`config.mk`:
```
export PLATFORM = sky130hd
export DESIGN_NAME = cv32e40px_rf_wb_arbiter
export DESIGN_NICKNAME = d
export VERILOG_FILES = /design/src/rtl/cv32e40px_wb_pkg.sv /design/src/rtl/cv32e40px_wb_buffer.sv /design/src/rtl/cv32e40px_rf_wb_arbiter.sv
export SDC_FILE = /design/constraint.sdc
export NUM_CORES = 1
export LEC_CHECK = 0
export ABC_AREA = 0
export BUFFER_PORTS_ARGS = -buffer_cell sky130_fd_sc_hd__buf_2
export CORE_MARGIN = 2
export CORE_UTILIZATION = 48
export CTS_BUF_LIST = sky130_fd_sc_hd__clkbuf_8
export CTS_CLUSTER_SIZE = 40
export DETAILED_ROUTE_END_ITERATION = 10
export GPL_ROUTABILITY_DRIVEN = 0
export PLACE_DENSITY = 0.78
export SLEW_MARGIN = 10
export SYNTH_ARGS = -nofsm -noshare
export SYNTH_HDL_FRONTEND = slang
export SYNTH_SLANG_ARGS = --single-unit
```
`constraint.sdc`:
```
create_clock -name clk_int -period 3.2 [get_ports clk_int]
set_clock_uncertainty 0.1 [all_clocks]
set_input_delay 0.32 -clock clk_int [delete_from_list [all_inputs] [get_ports clk_int]]
set_output_delay 0.32 -clock clk_int [all_outputs]
set_load 0.05 [all_outputs]
```
`src/rtl/cv32e40px_wb_pkg.sv`:
```
// Shared types and constants for the register-file write-back arbiter.
package cv32e40px_wb_pkg;

    localparam int unsigned NUM_SRC_DEFAULT = 3;
    localparam int unsigned WB_ADDR_WIDTH   = 6;
    localparam int unsigned WB_DATA_WIDTH   = 32;

    localparam int unsigned SRC_ALU = 0;
    localparam int unsigned SRC_LSU = 1;
    localparam int unsigned SRC_FPU = 2;

    typedef struct packed {
        logic [WB_ADDR_WIDTH-1:0] addr;
        logic [WB_DATA_WIDTH-1:0] data;
    } wb_req_t;

endpackage

```
`src/rtl/cv32e40px_wb_buffer.sv`:
```
// One-entry holding register between a result producer and the write-back arbiter.
module cv32e40px_wb_buffer
    import cv32e40px_wb_pkg::*;
#(
    parameter int ADDR_WIDTH = WB_ADDR_WIDTH,
    parameter int DATA_WIDTH = WB_DATA_WIDTH
) (
    input  logic                  clk_int,
    input  logic                  rst_n,
    input  logic                  valid_i,
    output logic                  ready_o,
    input  logic [ADDR_WIDTH-1:0] addr_i,
    input  logic [DATA_WIDTH-1:0] data_i,
    input  logic                  issue_i,
    output logic                  full_o,
    output logic [ADDR_WIDTH-1:0] addr_o,
    output logic [DATA_WIDTH-1:0] data_o
);

    logic                  full_d, full_q;
    logic [ADDR_WIDTH-1:0] addr_d, addr_q;
    logic [DATA_WIDTH-1:0] data_d, data_q;

    // Ready depends only on local state and the arbiter's issue decision, never on valid_i.
    assign ready_o = ~full_q | issue_i;
    assign full_o  = full_q;
    assign addr_o  = addr_q;
    assign data_o  = data_q;

    // Next state: load on handshake, otherwise empty when issued.
    always_comb begin
        full_d = full_q;
        addr_d = addr_q;
        data_d = data_q;
        if (valid_i && ready_o) begin
            full_d = 1'b1;
            addr_d = addr_i;
            data_d = data_i;
        end else if (issue_i) begin
            full_d = 1'b0;
        end else begin
            full_d = full_q;
        end
    end

    // Buffer state register.
    always_ff @(posedge clk_int or negedge rst_n) begin
        if (!rst_n) begin
            full_q <= 1'b0;
            addr_q <= '0;
            data_q <= '0;
        end else begin
            full_q <= full_d;
            addr_q <= addr_d;
            data_q <= data_d;
        end
    end

endmodule

```
`src/rtl/cv32e40px_rf_wb_arbiter.sv`:
```
// Write-back arbiter driving the two register-file write ports plus busy scoreboard.
// Define CV32E40PX_WB_ROUND_ROBIN_EN for rotating port priority (default: fixed, index 0 highest).
module cv32e40px_rf_wb_arbiter
    import cv32e40px_wb_pkg::*;
#(
    parameter int ADDR_WIDTH = 6,
    parameter int DATA_WIDTH = 32,
    parameter int NUM_SRC    = NUM_SRC_DEFAULT,
    parameter int FPU        = 0
) (
    input  logic                             clk_int,
    input  logic                             rst_n,
    input  logic [NUM_SRC-1:0]               src_valid_i,
    output logic [NUM_SRC-1:0]               src_ready_o,
    input  logic [NUM_SRC*ADDR_WIDTH-1:0]    src_addr_i,
    input  logic [NUM_SRC*DATA_WIDTH-1:0]    src_data_i,
    input  logic                             alloc_valid_i,
    input  logic [ADDR_WIDTH-1:0]            alloc_addr_i,
    output logic                             we_a_o,
    output logic [ADDR_WIDTH-1:0]            waddr_a_o,
    output logic [DATA_WIDTH-1:0]            wdata_a_o,
    output logic                             we_b_o,
    output logic [ADDR_WIDTH-1:0]            waddr_b_o,
    output logic [DATA_WIDTH-1:0]            wdata_b_o,
    output logic [(2**ADDR_WIDTH)-1:0]       busy_o
);

    localparam int IDX_W   = (NUM_SRC > 1) ? $clog2(NUM_SRC) : 1;
    localparam int NUM_REG = 2 ** ADDR_WIDTH;

    logic [NUM_SRC-1:0]    full_s, null_s, cand_s, issue_s;
    logic [ADDR_WIDTH-1:0] addr_s [NUM_SRC];
    logic [DATA_WIDTH-1:0] data_s [NUM_SRC];
    logic                  a_found_s, b_found_s;
    int                    a_idx_s, b_idx_s;
    int                    start_s;
    logic                  alloc_null_s;
    logic [NUM_REG-1:0]    busy_d, busy_q;

    // Address 0 and, without an FP bank, the FP half are sinks that never reach the file.
    function automatic logic is_null_addr(input logic [ADDR_WIDTH-1:0] addr);
        return (addr == '0) || ((FPU == 0) && addr[ADDR_WIDTH-1]);
    endfunction

    for (genvar s = 0; s < NUM_SRC; s++) begin : g_buf
        cv32e40px_wb_buffer #(
            .ADDR_WIDTH (ADDR_WIDTH),
            .DATA_WIDTH (DATA_WIDTH)
        ) u_buf (
            .clk_int (clk_int),
            .rst_n   (rst_n),
            .valid_i (src_valid_i[s]),
            .ready_o (src_ready_o[s]),
            .addr_i  (src_addr_i[s*ADDR_WIDTH +: ADDR_WIDTH]),
            .data_i  (src_data_i[s*DATA_WIDTH +: DATA_WIDTH]),
            .issue_i (issue_s[s]),
            .full_o  (full_s[s]),
            .addr_o  (addr_s[s]),
            .data_o  (data_s[s])
        );
        assign null_s[s] = is_null_addr(addr_s[s]);
    end

    assign cand_s = full_s & ~null_s;

`ifdef CV32E40PX_WB_ROUND_ROBIN_EN
    logic [IDX_W-1:0] rr_d, rr_q;

    // Port-A priority rotates to the buffer after the last port-A winner.
    always_comb begin
        rr_d = rr_q;
        if (a_found_s) begin
            rr_d = (a_idx_s + 1 >= NUM_SRC) ? IDX_W'(0) : IDX_W'(a_idx_s + 1);
        end else begin
            rr_d = rr_q;
        end
    end

    // Rotating priority pointer.
    always_ff @(posedge clk_int or negedge rst_n) begin
        if (!rst_n) begin
            rr_q <= '0;
        end else begin
            rr_q <= rr_d;
        end
    end

    assign start_s = int'(rr_q);
`else
    assign start_s = 0;
`endif

    // Pick port A and B candidates; a same-address B candidate blocks, with no promotion past it.
    always_comb begin
        logic b_seen;
        int   idx;
        a_found_s = 1'b0;
        b_seen    = 1'b0;
        a_idx_s   = 0;
        b_idx_s   = 0;
        for (int k = 0; k < NUM_SRC; k++) begin
            idx = start_s + k;
            idx = (idx >= NUM_SRC) ? idx - NUM_SRC : idx;
            if (cand_s[idx] && !a_found_s) begin
                a_found_s = 1'b1;
                a_idx_s   = idx;
            end else if (cand_s[idx] && !b_seen) begin
                b_seen  = 1'b1;
                b_idx_s = idx;
            end else begin
                b_seen = b_seen;
            end
        end
        b_found_s = b_seen && (addr_s[b_idx_s] != addr_s[a_idx_s]);
    end

    // Null buffers drain unconditionally; real buffers drain only when granted a port.
    always_comb begin
        issue_s = full_s & null_s;
        if (a_found_s) begin
            issue_s[a_idx_s] = 1'b1;
        end else begin
            issue_s = issue_s;
        end
        if (b_found_s) begin
            issue_s[b_idx_s] = 1'b1;
        end else begin
            issue_s = issue_s;
        end
    end

    assign we_a_o    = a_found_s;
    assign waddr_a_o = a_found_s ? addr_s[a_idx_s] : '0;
    assign wdata_a_o = a_found_s ? data_s[a_idx_s] : '0;
    assign we_b_o    = b_found_s;
    assign waddr_b_o = b_found_s ? addr_s[b_idx_s] : '0;
    assign wdata_b_o = b_found_s ? data_s[b_idx_s] : '0;

    assign alloc_null_s = is_null_addr(alloc_addr_i);

    // Clear on issue (latches become transparent next cycle); a same-edge alloc overrides.
    always_comb begin
        busy_d = busy_q;
        if (we_a_o) begin
            busy_d[waddr_a_o] = 1'b0;
        end else begin
            busy_d = busy_d;
        end
        if (we_b_o) begin
            busy_d[waddr_b_o] = 1'b0;
        end else begin
            busy_d = busy_d;
        end
        if (alloc_valid_i && !alloc_null_s) begin
            busy_d[alloc_addr_i] = 1'b1;
        end else begin
            busy_d = busy_d;
        end
    end

    // Busy scoreboard register.
    always_ff @(posedge clk_int or negedge rst_n) begin
        if (!rst_n) begin
            busy_q <= '0;
        end else begin
            busy_q <= busy_d;
        end
    end

    assign busy_o = busy_q;

endmodule
```
Word level (Yosys, flattened, before mapping)
Index checks and enable logic that the tools add are counted.
- register bits: 181
- input bits: 126
- output and inout bits: 145
- logic and storage cells: 119
- magnitude comparators: 12
- eq/ne operators: 1
- multiplexer cells: 50
- bitwise operators: 18
- reduce and logical (&&, ||, !) cells: 28
- operator list (cell ; number):
    $mux 32 ; 9
    $mux 64 ; 3
    $and 64x64->64 ; 2
    $bmux 32 s2 ; 2
    $not 64->64 ; 2
    $ge 32x3->1 const B ; 2
    $or 64x64->64 ; 1
    $mux 6 ; 6
    $ge 32x1->1 const B ; 1
    $lt 32x4->1 const B ; 1
    $not 2->32 ; 1
    $not 32->32 ; 1
    $bmux 6 s2 ; 2
    $logic_not 6->1 ; 4
    $lt 6x7->1 const B ; 3
    $mux 1 ; 20
    $demux 1 s6 ; 3
    $ge 6x1->1 const B ; 3
    $logic_and 1x1->1 ; 13
    $and 3x3->3 ; 2
    $mux 3 ; 2
    $ne 6x6->1 ; 1
    $or 3x3->3 ; 2
    $reduce_bool 2->1 ; 3
    other kinds (9) ; 20

Logic depth before layout (Yosys ltp)
Gate-level depths: netlist of run 1.
- depth after elaboration: 28
- mapped depth: 12
- mapped depth without buffers: 8

By module
Synthesis of run 1 repeated with hierarchy kept, for this count alone.
- cell total of the unflattened synthesis: 803
- area, all modules: 9037.4 um2
- modules (own cells, without submodules) (module ; instances ; cells an instance ; area an instance (um2) ; sequential area each (um2)):
    cv32e40px_wb_buffer ; 3 ; 84 ; 1551.5 ; 975.9
    cv32e40px_rf_wb_arbiter ; 1 ; 551 ; 4383.0 ; 1601.5

Worst setup path before layout of run 1
Ideal clock, no wire load.
- path type: register to output
- start point: register g_buf[0].u_buf.addr_q[0]
- end point: output port wdata_b_o[10]
- data arrival time: 3224 ps
- setup slack: -444 ps
- cell stages (with the launch flop): 13
- path buffers: 4
- cell sequence: dfrtp_1 -> buf_6 -> or4_1 -> o21a_1 -> buf_2 -> a21oi_2 -> o221ai_1 -> o22ai_1 -> a2111oi_2 -> nand2b_1 -> buf_2 -> buf_2 -> nor2_1
- word-level cells in the longest chain between the ends: 19
- elaborated cells between the ends (all ways): 34
- RTL lines (item ; RTL line ; RTL):
    from (decl) ; cv32e40px_wb_buffer.sv:21 ; logic [ADDR_WIDTH-1:0] addr_d, addr_q;
    from (signal assigned) ; cv32e40px_wb_buffer.sv:54 ; addr_q <= addr_d;
    $logic_not 6->1 ; cv32e40px_rf_wb_arbiter.sv:42 ; return (addr == '0) || ((FPU == 0) && addr[ADDR_WIDTH-1]);
    $logic_or 1x1->1 ; cv32e40px_rf_wb_arbiter.sv:42 ;
    $not 3->3 ; cv32e40px_rf_wb_arbiter.sv:64 ; assign cand_s = full_s & ~null_s;
    $and 3x3->3 ; cv32e40px_rf_wb_arbiter.sv:64 ;
    $mux 1 ; cv32e40px_rf_wb_arbiter.sv:104 ; if (cand_s[idx] && !a_found_s) begin
    $logic_not 1->1 ; cv32e40px_rf_wb_arbiter.sv:104 ;
    $logic_and 1x1->1 ; cv32e40px_rf_wb_arbiter.sv:104 ;
    $mux 1 ; cv32e40px_rf_wb_arbiter.sv:104 ;
    (+2 left out) ; - ;
    $mux 32 ; cv32e40px_rf_wb_arbiter.sv:107 ; end else if (cand_s[idx] && !b_seen) begin
    $mux 32 ; cv32e40px_rf_wb_arbiter.sv:104 ;
    $not 32->32 (not written as such) ; cv32e40px_rf_wb_arbiter.sv:114, cv32e40px_rf_wb_arbiter.sv:137 ;
    $bmux 6 s2 ; cv32e40px_rf_wb_arbiter.sv:114 ; b_found_s = b_seen && (addr_s[b_idx_s] != addr_s[a_idx_s]);
    $mux 6 (not written as such) (2 in a row) ; cv32e40px_rf_wb_arbiter.sv:114 ;
    $ne 6x6->1 ; cv32e40px_rf_wb_arbiter.sv:114 ;
    $logic_and 1x1->1 ; cv32e40px_rf_wb_arbiter.sv:114 ;
    $mux 32 * ; cv32e40px_rf_wb_arbiter.sv:137 ; assign wdata_b_o = b_found_s ? data_s[b_idx_s] : '0;
    to (decl) ; cv32e40px_rf_wb_arbiter.sv:24 ; output logic [DATA_WIDTH-1:0] wdata_b_o,
Every way passes the cells marked *; elsewhere a longest branch is shown, timed or not. The select of a mux whose other input is x is not followed.

Worst setup path after layout of run 1
- start point: register g_buf[0].u_buf.addr_q[0]
- end point: output port wdata_b_o[2]
Same word-level chain as after synthesis.

==> results.toml, run 1 <==
[floorplan]
ios = 271
dieWidth_um = 139.5
start_util = 0.4905
core_sq_mm = 0.01796
die_h_um = 139.5
row_count = 49
die_area_sq_mm = 0.01946

[synthesis]
synth_cell_types = 60
synth_common_cells = "dfrtp_1 (181), nor2_1 (120), mux2_2 (81), clkbuf_1 (64), o22ai_1 (62)"
synth_seq_cells = 181
netlist.area_leader.share = 0.5141
seq_area_frac_synth = 0.5141
syn_area_sq_mm = 0.008811
synth_ff_type = "dfrtp_1"
postSynthAreaPerCell_sq_um = 10.48
postSynthCellCount = 841
synth-edff-count = 0
synth-async-reset-ratio = 1.000
synth_warnings = 0
synth.most_common_cell = "dfrtp_1"
yosysTopAreaCell = "dfrtp_1"
synth_area_leaders = "dfrtp_1 (51%), mux2_2 (10%), nor2_1 (5.1%), o22ai_1 (4.4%), mux2_1 (3.8%)"

[routing]
drc_errors = 2
antenna_left = 0
wirelength_mm = 38.46
vias_per_cell = 6.367
drt_iter0_drc = 1027
wl_per_cell_um = 25.24
vias = 9704
drtPass1Iterations = 10

[layout]
nets = 1407
nFillCells = 878
seqCellArea_sq_mm = 0.004529
multi_input_area_sq_mm = 0.005264
layout-drive-gt1-share = 0.5479
fin_util = 0.8351
synthToLayoutAreaGrowth_pct = 70.25

[timing]
hold_ws_ns = 0.03953
rsz0062_at_grt = "true"
fin_crit_ns = 4.086
fin_setup_tns_ns = -79.55
max-slew-margin-rel = 0.2733
hold_viol_final = 0
slew_viol_final = 0
fin_crit_sh = 1.277
clock.fmax_ghz = 0.2448
worst_pin_slew_ns = 1.090
setup_slack_ns = -0.8857
setup_viol = 177

[setup_path]
worst-path-max-fanout = 7
endpoint_kind = "output pin"
cp-startpoint = "g_buf[0].u_buf.addr_o[0]$_DFFE_PN0P_"
cp-start-kind = "flip-flop"
r2r_end = "g_buf[1].u_buf.data_o[22]$_DFFE_PN0P_"
crit_required_ns = 2.78
reg2reg_depth = 14
cpMaxStageDelayCell = "or4_4"
worstPathCellList = "or4_4, buf_4, o21ai_4, buf_6, nand4_1, a32oi_2, o22ai_2, a2111oi_4, nand2b_4, buf_12, buf_12, nor2_4, buf_8"
crit_end = "wdata_b_o[2]"
worstPathArrival_ns = 3.67
crit_type = "reg -> out"
crit_top_cell = "buf_12"
cpPeakStageDelay_ns = 0.55
r2r-start = "g_buf[0].u_buf.addr_o[0]$_DFFE_PN0P_"
reg2reg_slack_ns = -0.74

[min_path]
worstHoldStart = "src_addr_i[11]"
hp-class = "in -> reg"

[pwr]
vdd_ir_drop_max_mv = 0.7576
p_sw_frac = 0.4544
p_comb_frac = 0.490
p_leak_nw = 6.720
p_per_area_mw_per_mm2 = 615.6
internal_power_mw = 5.038
total_power_mw = 9.235
pwr-share-seq = 0.324
clkPwrFrac = 0.186
switching_power_mw = 4.196

[global_routing]
grt_pass1_wl_mm = 52.90
grt_overflow_total = 0
antenna_found_initial = 1
grt_pass1_vias = 9607
gr-usage-all-layers = 0.3477
grt_max_degree = 75

[cts]
clk_pin_slew_worst_paths_ns = 0.11
cts_max_path_buffers = 2
cts_made_buffers = 17
ctsHtreeMaxLevel = 4
cts_sinks = 181
clock_latency_ns = 0.48
cts_tree = "done"
cts_root_buf = "clkbuf_8"

[place]
dp_hpwl_mm = 19.69
numPortBuffers = 267

[run_status]
violations = "DRC, setup timing"
status = "finished with violations"

[run]
drv_cap = 0
==> worst min-delay path by stage <==
| stage | endpoint | slack [ns] | cells after the start |
|---|---|---|---|
| 5_1_grt | g_buf[1].u_buf.addr_o[5]$_DFFE_PN0P_ | 0.07 | 3 |
| 2_1_floorplan | busy_o[0]$_DFF_PN0_ | -0.08 | 0 |
| 6_report | g_buf[1].u_buf.addr_o[5]$_DFFE_PN0P_ | 0.04 | 3 |
| 3_3_place_gp | busy_o[32]$_DFF_PN0_ | 0.26 | 0 |
| 3_5_place_dp | busy_o[0]$_DFF_PN0_ | 0.26 | 0 |
| 4_1_cts | g_buf[1].u_buf.addr_o[5]$_DFFE_PN0P_ | 0.007 | 3 |
==> layout make-up <==
cell class                 count  area share
multi-input combinational    554      0.3509
sequential                   181      0.3019
timing repair buffer         517      0.2959
tap                          229     0.01910
clock buffer                  17     0.01560
clock inverter                15     0.01368
inverter                      10    0.002753
antenna                        1   0.0001668
==> sequential cells by signal, indices dropped and copies added, names as in the netlist <==
name	count
g_buf.u_buf.full_o	3
busy_o	64
g_buf.u_buf.addr_o	18
g_buf.u_buf.data_o	96
==> critical path, delay by kind of cell (launching register included) <==
kind            cells  cell delay, ns
buf+inv             5            0.77
simple gates        4            1.07
flops               1            0.39
compound gates      4            0.95
==> stage by stage <==
step / setup slack, ns / instances / instance area (sq um)
floorplan: -0.2176 / 842 / 9325
global placement: -0.2101 / 1329 / 11280
detailed placement: -0.2778 / 1329 / 11280
CTS: -0.7021 / 1502 / 13980
global route: -0.9916 / 1524 / 15000
finish: -0.8857 / 1524 / 15000
==> layout by cell type, fill, tap and decap left out, types with 7 or more instances in the layout <==
cell type      instances
a21oi_1                8
a221oi_4              30
buf_12                21
buf_2                194
buf_4                 94
buf_6                 68
buf_8                 16
clkbuf_8              18
dfrtp_1              181
dlygate4sd3_1        115
inv_1                  9
mux2_2                57
mux2_4                54
nand2_1               27
nand3_1               11
nand3b_1               7
nor2_1                52
nor2_2                30
nor2_4                38
nor3_1                 9
nor4_1                 7
nor4_2                10
o21ai_0               39
o22ai_1               60
==> power by group through the flow <==
stage	Clock [mW]	Combinational [mW]	Sequential (mW)
global placement	0	3.39	2.92
global route	1.82	4.66	3.03
CTS	1.70	3.97	2.91
finish	1.72	4.52	2.99
detailed placement	0	3.44	2.93
floorplan	0	1.81	3.53
==> logic make-up after synthesis <==
kind of cell / share of synthesized area
buf+inv: 0.05709
compound gates: 0.1468
flops: 0.5141
mux: 0.1430
xor+xnor: 0.006958
other cells: 0.0008523
simple gates: 0.1312
==> metal layers <==
metal  global-route usage  vias to the layer above  routed length (um)
li1                     -                     3955                   -
met1               0.4268                     4708               13440
met2               0.5867                      794               19040
met3              0.06366                      247                3462
met4               0.1818                        0                2510
met5                    0                        -                   0
==> what timing repair did <==
item,CTS,global route
endpoints found under the hold margin,185,0
cloned,7,4
pin swaps,35,33
endpoints found under the setup margin,178,184
resized for setup,191,169
buffers inserted,19,26
hold buffers,115,0
Power figures use the tool's default switching activity.
==> inputs of run 2 (changes only) <==
Settings changed: TNS_END_PERCENT set to 10.
==> results.toml, run 2 (synthesis gave the netlist of run 1 again) <==
[layout]
layout_common_cells = "buf_2 (222), dfrtp_1 (181), dlygate4sd3_1 (115), buf_4 (85), nor2_1 (82)"
synthToLayoutAreaGrowth_pct = 50.38
fin_cells = 1485
largest_register_ff_count = 96
nFillCells = 1169
layout-drive-gt1-share = 0.4385
nets = 1365
final_common_cell = "buf_2"

[place]
dp_cells = 1323
dp_hpwl_mm = 19.43
numPortBuffers = 267
dp_slack_ns = -0.3708

[global_routing]
grt_pass1_wl_mm = 50.31
grt_overflow_total = 0
grt_max_degree = 70
gr-usage-all-layers = 0.3276
grt_pass1_vias = 9376
antenna_found_initial = 4

[setup_path]
cp-start-kind = "flip-flop"
endpoint_kind = "output pin"
r2r_end = "g_buf[1].u_buf.data_o[13]$_DFFE_PN0P_"
crit_end = "wdata_b_o[7]"
cpMaxStageDelayCell = "or4_4"
r2r-start = "g_buf[0].u_buf.addr_o[1]$_DFFE_PN0P_"
crit_top_cell = "buf_12"
reg2reg_slack_ns = -0.34
worstPathArrival_ns = 3.52
reg2reg_depth = 9
worstPathCellList = "or4_4, o21a_4, or4_1, a32oi_2, o22ai_4, a2111oi_4, nand2b_4, buf_12, buf_12, nor2_4, buf_6"
cpPeakStageDelay_ns = 0.57
cp-startpoint = "g_buf[0].u_buf.addr_o[1]$_DFFE_PN0P_"
worst-path-max-fanout = 6
crit_type = "reg -> out"
crit_required_ns = 2.78

[routing]
drt_iter0_drc = 843
wl_per_cell_um = 22.20
drc_errors = 0
antenna_left = 0
drtPass1Iterations = 6
vias = 9085
vias_per_cell = 6.118
wirelength_mm = 32.97

[cts]
cts_made_buffers = 17
cts_root_buf = "clkbuf_8"
cts_max_path_buffers = 2
clk_pin_slew_worst_paths_ns = 0.11
cts_sinks = 181
clock_latency_ns = 0.47
ctsHtreeMaxLevel = 4
cts_tree = "done"

[floorplan]
row_count = 49
die_area_sq_mm = 0.01946
start_util = 0.4905
ios = 271
die_h_um = 139.5
dieWidth_um = 139.5
core_sq_mm = 0.01796

[run_status]
violations = "setup timing"
status = "finished with violations"

[run]
drv_cap = 0

[pwr]
p_per_area_mw_per_mm2 = 634.3
p_leak_nw = 5.999
vdd_ir_drop_max_mv = 0.7964
total_power_mw = 8.405

[timing]
max-slew-margin-rel = 0.2911
worst_pin_slew_ns = 1.063
slew_viol_final = 0
setup_slack_ns = -0.7355
setup_viol = 149
rsz0062_at_grt = "true"
fin_crit_sh = 1.230
fin_crit_ns = 3.936
clock.fmax_ghz = 0.2541
hold_viol_final = 0

[min_path]
hp-class = "in -> reg"
## run 2: changes by cell type in the layout (fill, tap and decap cells not counted), moves of 29 or more
| cell | before | now |
|---|---|---|
| buf_6 | 68 | 30 |
| a221oi_4 | 30 | 1 |
| mux2_4 | 54 | 0 |
| nor2_1 | 52 | 82 |
| mux2_1 | 0 | 30 |
| nor2_2 | 30 | 1 |
## run 2: worst min path at each step
stage                         start                                   end  cells after the start
2_1_floorplan                 rst_n                   busy_o[0]$_DFF_PN0_                      0
3_3_place_gp                  rst_n                  busy_o[60]$_DFF_PN0_                      1
3_5_place_dp   busy_o[37]$_DFF_PN0_                  busy_o[37]$_DFF_PN0_                      0
4_1_cts              src_data_i[68]  g_buf[2].u_buf.data_o[4]$_DFFE_PN0P_                      2
5_1_grt              src_data_i[68]  g_buf[2].u_buf.data_o[4]$_DFFE_PN0P_                      2
6_report             src_valid_i[1]  g_buf[1].u_buf.addr_o[5]$_DFFE_PN0P_                      2
## run 2: where the power goes
| part | total, mW | internal, mW | leakage [nW] | switching (mW) |
|---|---|---|---|---|
| Combinational | 3.82 | 1.28 | 3.58 | 2.54 |
| Clock | 1.66 | 0.616 | 0.215 | 1.04 |
| Sequential | 2.92 | 2.65 | 2.20 | 0.268 |
| Total | 8.40 | 4.55 | 6.00 | 3.85 |
## run 2: critical path, delay by kind of cell (launching register included)
| family | cells | cell delay (ns) |
|---|---|---|
| compound gates | 4 | 0.88 |
| flops | 1 | 0.39 |
| buf+inv | 3 | 0.44 |
| simple gates | 4 | 1.34 |
## run 2: timing repair
action                                 in CTS  in global routing
pin swaps                                  23                 18
endpoints found under the hold margin     181                  0
resized for setup                         104                 37
hold buffers                              115                  0
buffers inserted                            6                  5
setup endpoints to repair                 176                182
cloned                                      2                  0
## run 2: layout make-up
type / instances / area [sq um] / share of cell area
multi-input combinational: 553 / 4308 / 0.3251
tap: 229 / 286.5 / 0.02162
sequential: 181 / 4529 / 0.3418
clock inverter: 15 / 195.2 / 0.01473
antenna: 4 / 10.01 / 0.0007554
clock buffer: 17 / 234.0 / 0.01766
inverter: 10 / 41.29 / 0.003116
timing repair buffer: 476 / 3646 / 0.2752
## run 2: through the flow
stage | cell area [sq um] | TNS [ns] | hold slack (ns) | utilization
3_5_place_dp | 11010 | -28.69 | 0.2604 | 0.6127
6_report | 13250 | -42.42 | 0.02138 | 0.7376
2_1_floorplan | 9115 | -13.59 | -0.07559 | -
5_1_grt | 13250 | -60.17 | 0.002096 | 0.7376
4_1_cts | 13050 | -31.83 | 0.003110 | 0.7266
3_3_place_gp | 11010 | -21.07 | 0.2597 | 0.6127
## run 2: metal layers
layer / part of all wire / GRT usage / vias to the layer above / routed length [um]
met5: 0 / 0 / - / 0
met4: 0.048 / 0.1712 / 0 / 1581
met3: 0.084 / 0.06848 / 152 / 2776
met2: 0.50 / 0.5550 / 662 / 16620
met1: 0.36 / 0.3948 / 4412 / 11990
li1: - / - / 3859 / -
==> inputs of run 3 (changes only) <==
Clock period 3.2 ns to 3.45 ns, I/O delays scaled along.
==> results.toml, run 3 (synthesis gave the netlist of run 1 again) <==
[floorplan]
die_h_um = 139.5
row_count = 49
die_area_sq_mm = 0.01946
ios = 271
start_util = 0.4905
dieWidth_um = 139.5
core_sq_mm = 0.01796

[cts]
cts_sinks = 181
cts_max_path_buffers = 2
cts_tree = "done"
cts_root_buf = "clkbuf_8"
clk_pin_slew_worst_paths_ns = 0.09
ctsHtreeMaxLevel = 4
clock_latency_ns = 0.47
cts_made_buffers = 17

[pwr]
total_power_mw = 7.561
p_leak_nw = 5.666
vdd_ir_drop_max_mv = 0.5713
p_per_area_mw_per_mm2 = 613.2

[layout]
layout-drive-gt1-share = 0.3842
synthToLayoutAreaGrowth_pct = 39.93
final_common_cell = "buf_2"
layout_common_cells = "buf_2 (227), dfrtp_1 (181), nor2_1 (118), dlygate4sd3_1 (104), mux2_2 (80)"
final_cell_area_sq_mm = 0.01233
largest_register_ff_count = 96
nets = 1314

[routing]
drtPass1Iterations = 5
drc_errors = 0
wl_per_cell_um = 21.64
vias_per_cell = 6.136
antenna_left = 0
wirelength_mm = 30.94
vias = 8775
drt_iter0_drc = 958

[timing]
rsz0062_at_grt = "true"
slew_viol_final = 0
hold_viol_final = 0
clock.fmax_ghz = 0.2526
fin_setup_tns_ns = -19.54
setup_slack_ns = -0.5084
setup_viol = 79
fin_crit_ns = 3.958
fin_crit_sh = 1.147
worst_pin_slew_ns = 1.096
max-slew-margin-rel = 0.2690

[global_routing]
met2_usage = 0.5157
gr-usage-all-layers = 0.3139
antenna_found_initial = 0
grt_max_degree = 92
grt_pass1_wl_mm = 48.42
use_met3 = 0.07261
grt_pass1_vias = 8913
use_met1 = 0.3910
top_usage_layer = "met2"
grt_overflow_total = 0

[setup_path]
r2r-start = "g_buf[0].u_buf.addr_o[2]$_DFFE_PN0P_"
cpPeakStageDelay_ns = 0.54
reg2reg_slack_ns = -0.06
cpMaxStageDelayCell = "or4_4"
r2r_end = "g_buf[1].u_buf.data_o[2]$_DFFE_PN0P_"
worstPathArrival_ns = 3.51
crit_required_ns = 3.00
worst-path-max-fanout = 16
worstPathCellList = "or4_4, buf_4, o21ai_4, nand4_1, a32oi_2, o22ai_2, a2111oi_4, nand2b_4, buf_12, nor2_1, buf_6"
crit_type = "reg -> out"
endpoint_kind = "output pin"
reg2reg_depth = 10
cp-start-kind = "flip-flop"

[run_status]
status = "finished with violations"
violations = "setup timing"

[place]
dp_hpwl_mm = 18.83
postPlaceCellArea_sq_mm = 0.01046
numPortBuffers = 267
dp_slack_ns = -0.03387

[min_path]
worstHoldStart = "src_addr_i[1]"
worstHoldPathCells = 2
hold-path-endpoint = "g_buf[0].u_buf.addr_o[1]$_DFFE_PN0P_"
hp-class = "in -> reg"

[run]
drv_cap = 0
==> run 3: cell count changes in the layout (fill, tap and decap cells not counted), moves of 5 or more <==
cell           previous run  this run
buf_6                    30        41
buf_2                   222       227
nor2_4                   37         1
buf_8                    11         0
buf_4                    85        48
a221oi_2                  7         2
dlygate4sd3_1           115       104
buf_12                   10         4
nor2_1                   82       118
a221oi_1                 25        31
==> run 3: per-layer routing <==
layer | part of all wire | routed length, um
met5 | 0 | 0
met4 | 0.049 | 1528
met3 | 0.098 | 3038
met2 | 0.48 | 14950
met1 | 0.37 | 11430
==> run 3: report_power, final <==
group          switching (mW)  internal (mW)  leakage, nW
Sequential              0.241           2.46         2.20
Combinational            2.20           1.01         3.24
Clock                   0.895          0.753        0.224
Total                    3.34           4.22         5.67
==> run 3: cell type report <==
type                    count  area (sq um)
clock buffers              17         234.0
flip-flops and latches    181          4529
repair buffers            425          3107
diodes                      1         2.502
fillers                  1219          5634
inverters                  10         37.54
well taps                 229         286.5
multi-input cells         553          3921
clock inverters            14         211.5
==> run 3: worst max-delay path by stage <==
stage / start / to / slack [ns]
detailed placement: g_buf[0].u_buf.addr_o[0]$_DFFE_PN0P_ / wdata_b_o[27] / -0.03
finish: g_buf[0].u_buf.addr_o[2]$_DFFE_PN0P_ / wdata_b_o[14] / -0.51
global route: g_buf[0].u_buf.addr_o[2]$_DFFE_PN0P_ / wdata_b_o[14] / -0.59
floorplan: g_buf[0].u_buf.addr_o[0]$_DFFE_PN0P_ / wdata_b_o[10] / -0.22
CTS: g_buf[0].u_buf.addr_o[2]$_DFFE_PN0P_ / waddr_b_o[4] / -0.51
global placement: g_buf[0].u_buf.addr_o[0]$_DFFE_PN0P_ / wdata_b_o[20] / 0.002
==> run 3: critical path, delay by kind of cell, from the launching register on <==
family / cells / cell delay [ns]
buffers and inverters: 3 / 0.51
AO/OA/AOI/OAI: 4 / 1.06
AND/OR/NAND/NOR: 4 / 1.08
flip-flops: 1 / 0.39
==> run 3: repair_timing <==
item,in CTS,in global routing
pin swaps,7,1
endpoints found under the setup margin,77,148
gates cloned,1,0
buffers inserted,5,0
hold endpoints to repair,189,2
gates resized for setup,87,9
hold buffers,102,2
==> run 3: stage by stage <==
| step | utilization | std cells | hold WS, ns |
|---|---|---|---|
| floorplan | - | 842 | -0.05059 |
| global placement | 0.5821 | 1289 | 0.2597 |
| detailed placement | 0.5821 | 1289 | 0.2604 |
| CTS | 0.6823 | 1427 | 0.0001695 |
| global route | 0.6862 | 1429 | 0.001695 |
| finish | 0.6864 | 1430 | 0.02446 |
